--- config.mk ---
export PLATFORM = sky130hd
export DESIGN_NAME = fetch_stage
export DESIGN_NICKNAME = d
export VERILOG_FILES = /design/src/rtl/fetch_stage.sv
export SDC_FILE = /design/constraint.sdc
export NUM_CORES = 1
export LEC_CHECK = 0
export ABC_AREA = 0
export BUFFER_PORTS_ARGS = -buffer_cell sky130_fd_sc_hd__buf_2
export CORE_ASPECT_RATIO = 1.25
export CORE_MARGIN = 5
export CORE_UTILIZATION = 35
export DETAILED_ROUTE_END_ITERATION = 7
export GPL_TIMING_DRIVEN = 0
export PLACE_DENSITY = 0.54
export SLEW_MARGIN = 20
export SYNTH_ARGS = -nofsm -noshare
export SYNTH_HDL_FRONTEND = slang
export SYNTH_SLANG_ARGS = --single-unit
export TNS_END_PERCENT = 10
--- constraint.sdc ---
create_clock -name clock -period 4.1 [get_ports clock]
set_input_delay 1.23 -clock clock [delete_from_list [all_inputs] [get_ports clock]]
set_output_delay 1.23 -clock clock [all_outputs]
set_load 0.1 [all_outputs]
--- src/rtl/fetch_stage.sv ---
// Purpose: two-stage instruction fetch (PC + synchronous imem slot) feeding a registered IF/ID.
// Latency: the instruction at PC A appears on IF/ID two edges after A enters pc_q.
// Backpressure: stall freezes PC, the in-flight slot and IF/ID; redirect overrides stall.
module fetch_stage #(
    parameter logic [31:0] RESET_PC  = 32'h0000_0000,
    parameter logic [31:0] NOP_INSTR = 32'h0000_0000
) (
    input  logic        clock,
    input  logic        reset,
    input  logic        stall,
    input  logic        redirect,
    input  logic [31:0] redirect_pc,
    output logic [31:0] imem_addr,
    output logic        imem_en,
    input  logic [31:0] imem_rdata,
    output logic [31:0] if_id_instr,
    output logic [31:0] if_id_pc,
    output logic [31:0] if_id_pc_plus4,
    output logic        if_id_valid,
    output logic [31:0] fetch_count
);

    logic [31:0] pc_q;
    logic        f1_valid;
    logic [31:0] f1_pc;

    // Targets are word aligned, so the low two bits of redirect_pc are dropped.
    logic        unused_redirect_lsbs;
    assign unused_redirect_lsbs = ^redirect_pc[1:0];

    // The memory is addressed straight from pc_q; it must also read on a redirect
    // so that its output register is refilled even while decode is stalled.
    assign imem_addr = pc_q;
    assign imem_en   = (~stall) | redirect;

    // PC, in-flight slot and IF/ID register; priority is reset, redirect, stall, advance.
    always_ff @(posedge clock) begin
        if (reset) begin
            pc_q           <= RESET_PC;
            f1_valid       <= 1'b0;
            f1_pc          <= 32'h0000_0000;
            if_id_valid    <= 1'b0;
            if_id_instr    <= NOP_INSTR;
            if_id_pc       <= 32'h0000_0000;
            if_id_pc_plus4 <= 32'h0000_0004;
            fetch_count    <= 32'h0000_0000;
        end else if (redirect) begin
            // Flush both the in-flight slot and IF/ID; if_id_pc keeps its value
            // so if_id_pc_plus4 stays consistent with it.
            pc_q        <= {redirect_pc[31:2], 2'b00};
            f1_valid    <= 1'b0;
            if_id_valid <= 1'b0;
            if_id_instr <= NOP_INSTR;
        end else if (!stall) begin
            pc_q     <= pc_q + 32'd4;
            f1_valid <= 1'b1;
            f1_pc    <= pc_q;
            if (f1_valid) begin
                if_id_instr    <= imem_rdata;
                if_id_pc       <= f1_pc;
                if_id_pc_plus4 <= f1_pc + 32'd4;
                if_id_valid    <= 1'b1;
                fetch_count    <= fetch_count + 32'd1;
            end else begin
                if_id_valid <= 1'b0;
                if_id_instr <= NOP_INSTR;
            end
        end
    end

endmodule

==> impl_metrics.env <==
export IMPL_worstMarginPinSlew_ns=0.912
export IMPL_cp_num_buf_inv=4
export IMPL_via_per_inst=5.02
export IMPL_rows=62
export IMPL_detail_route_antenna_nets=0
export IMPL_finalMaxSlewViolations=0
export IMPL_crit_type="in -> out"
export IMPL_syn_area_per_cell_um2=8.45
export IMPL_syn_instance_count=961
export IMPL_cts_buffers=17
export IMPL_firstDrtPassIters=5
export IMPL_synthAdderAreaFrac_pct=0.462
export IMPL_area_growth_pct=25.5
export IMPL_crit_fanout=10
export IMPL_synth_most_common_cell="dfxtp_1"
export IMPL_hp_start="if_id_pc[12]"
export IMPL_end_kind="primary output"
export IMPL_synthTopCellsByCount="dfxtp_1 (186), nand2_1 (160), nor2_1 (115)"
export IMPL_hold_viol=0
export IMPL_routed_wl_um=26100
export IMPL_reg2reg_depth=6
export IMPL_fp_coreArea_mm2=0.0230
export IMPL_drc=0
export IMPL_crit_family="buffers and inverters"
export IMPL_critical_path_max_stage_delay_ns=0.43
export IMPL_setup_tns_ns=0
export IMPL_synth_flop_cell="dfxtp_1"
export IMPL_drt_initial_drc_count=338
export IMPL_synth_seq_area_share_pct=45.9
export IMPL_rsz0062_at_grt="false"
export IMPL_synth_simple_area_share_pct=26.1
export IMPL_grt_max_degree=18
export IMPL_min_delay_path_class="reg -> reg"
export IMPL_path_clk_slew_ns=0.07
export IMPL_ir_worst_vdd_mv=0.275
export IMPL_grt_ovfl_total=0
export IMPL_gp_congestion=0.863
export IMPL_synth_edf_count=0
export IMPL_grt_total_usage_pct=19.5
export IMPL_min_period_over_period_pct=94.8
export IMPL_fin_skew_ns=0.0103
export IMPL_hold_end="if_id_pc[12]"
export IMPL_max_freq_ghz=0.257
export IMPL_initial_core_util_pct=35.4
export IMPL_relSlewSlack_pct=38.6
export IMPL_drive_gt1_share_pct=24.9
export IMPL_synthXorXnorAreaFrac_pct=7.77
export IMPL_ios=230
export IMPL_crit_top_cell="buf_2"
export IMPL_antenna_found_initial=3
export IMPL_synth_top_family_by_area="simple AND/OR/NAND/NOR gates"
export IMPL_cts_hold_buf=0
export IMPL_cts_sinks=186
export IMPL_root_buffer="clkbuf_16"
export IMPL_post_drt_wl_per_cell_um=17.3
export IMPL_cts_resized=0
export IMPL_synth_compound_area_share_pct=13.9
export IMPL_fin_crit_ns=3.89
export IMPL_max_cap_violations=0
export IMPL_io_buffers=221
export IMPL_r2r_setup_slack_ns=1.66
export IMPL_critPathSlowestCell="buf_2"
export IMPL_cts_tree="built"
export IMPL_status="finished clean"
export IMPL_postCtsSetupRepairBufs=0
export IMPL_synth_cell_area_mm2=0.00812
export IMPL_arrival_ns=2.66
export IMPL_crit_path_cell_trace="buf_2 > clkbuf_1 > clkbuf_2 > nand2b_1 > buf_2"
export IMPL_hold_path_depth=2
export IMPL_grt_pass1_wl_um=41500
export IMPL_die_w_um=146
export IMPL_fp_dieArea_mm2=0.0264
export IMPL_synth_top_area_cell="dfxtp_1"
export IMPL_clockBufferDepth=2
export IMPL_leakage_nw=4.15
export IMPL_cp_required_ns=2.87
export IMPL_ys_warnings_count=0
export IMPL_muxShareOfSynthArea_pct=0.616
export IMPL_num_vias=7567
export IMPL_yosysUniqueCellTypes=57
export IMPL_powerDensity_mw_per_mm2=397
export IMPL_async_flop_share_pct=0
export IMPL_setup_viol=0
export IMPL_finalCoreUtilization_pct=44.4
export IMPL_die_y_um=180
export IMPL_reg2reg_from="imem_addr[2]"
export IMPL_layout_nets=1277
export IMPL_r2r_end="imem_addr[28]"
export IMPL_dp_hpwl_um=19900
export IMPL_clock_latency_ns=0.43
export IMPL_cts_htree_levels=4
export IMPL_start_kind="input pin"
export IMPL_yosys_top_cells_area="dfxtp_1 (46%), nand2_1 (7.4%), nor2_1 (5.3%), a21oi_1 (5.3%), xor2_1 (4.4%)"
export IMPL_synth_top_cell_area_share_pct=45.9
export IMPL_grt_pass1_vias=7423
export IMPL_synth_seq_cells=186
-- per-stage QoR --
step | hold slack (ns) | worst slack (ns) | total power, mW | std cells | area [µm²]
after floorplan | 0.458 | 0.314 | 2.30 | 966 | 8140
after global placement | 0.441 | 0.0619 | 2.43 | 1475 | 9600
after detailed placement | 0.445 | 0.0519 | 2.43 | 1475 | 9600
after CTS | 0.454 | 0.0532 | 4.09 | 1507 | 10200
after global routing | 0.468 | 0.0481 | 4.21 | 1507 | 10200
final | 0.453 | 0.212 | 4.05 | 1508 | 10200
-- registers in the layout, summed over array words and instances, names as in the netlist --
| signal | count |
|---|---|
| if_id_valid | 1 |
| if_id_pc_plus4 | 30 |
| f1_pc | 30 |
| if_id_instr | 32 |
| f1_valid | 1 |
| if_id_pc | 30 |
| imem_addr | 30 |
| fetch_count | 32 |
-- worst register-to-register path, stage by stage (launching register included) --
cell,delay (ns)
dfxtp_1,0.58
ha_1,0.29
nand3b_1,0.13
nor4_1,0.77
nand4_1,0.22
xnor2_1,0.18
o21a_1,0.16
-- how the worst max path moves through the flow --
| stage | startpoint | to | slack, ns | cells past startpoint |
|---|---|---|---|---|
| 2_1_floorplan | redirect | imem_en | 0.31 | 3 |
| 3_3_place_gp | redirect | imem_en | 0.06 | 5 |
| 3_5_place_dp | redirect | imem_en | 0.05 | 5 |
| 4_1_cts | redirect | imem_en | 0.05 | 5 |
| 5_1_grt | redirect | imem_en | 0.05 | 5 |
| 6_report | redirect | imem_en | 0.21 | 5 |
-- report_power, final --
part / total (mW) / switching [mW] / internal (mW)
clock network: 1.66 / 0.769 / 0.891
logic: 0.492 / 0.386 / 0.107
registers: 1.90 / 0.0527 / 1.84
-- cell usage in the layout, fill, tap and decap left out, drive strengths merged, types with 31 or more instances in the layout --
cell type / n
buf: 243
nand2: 160
dfxtp: 186
nor2: 116
clkbuf: 70
nand4: 37
xor2: 41
a21oi: 86
a22oi: 33
xnor2: 31
-- cell type report --
class | count | area, µm²
diodes | 1 | 2.50
plain buffers | 73 | 369
clock buffers | 20 | 457
clock inverters | 12 | 125
fillers | 2452 | 12800
inverters | 16 | 60.1
multi-input cells | 691 | 3990
flip-flops and latches | 186 | 3720
well taps | 288 | 360
repair buffers | 221 | 1110
-- routing by layer --
layer	vias to the layer above	global-route usage [%]	part of all wire, %
li1	3793	-	-
met1	3515	22.7	41
met2	223	34.7	50
met3	32	6.19	7.0
met4	4	5.23	1.7
met5	-	0	0.054
-- kinds of logic (layout without fill, tap and decap cells) --
| kind of cell | after synthesis | in the layout |
|---|---|---|
| compound gates | 176 | 176 |
| mux | 5 | 5 |
| buf+inv | 89 | 342 |
| simple gates | 429 | 429 |
| other cells | 1 | 7 |
| flops | 186 | 186 |
| xor+xnor | 72 | 72 |
| fa+ha+maj | 3 | 3 |
(Power assumes the default switching activity.)
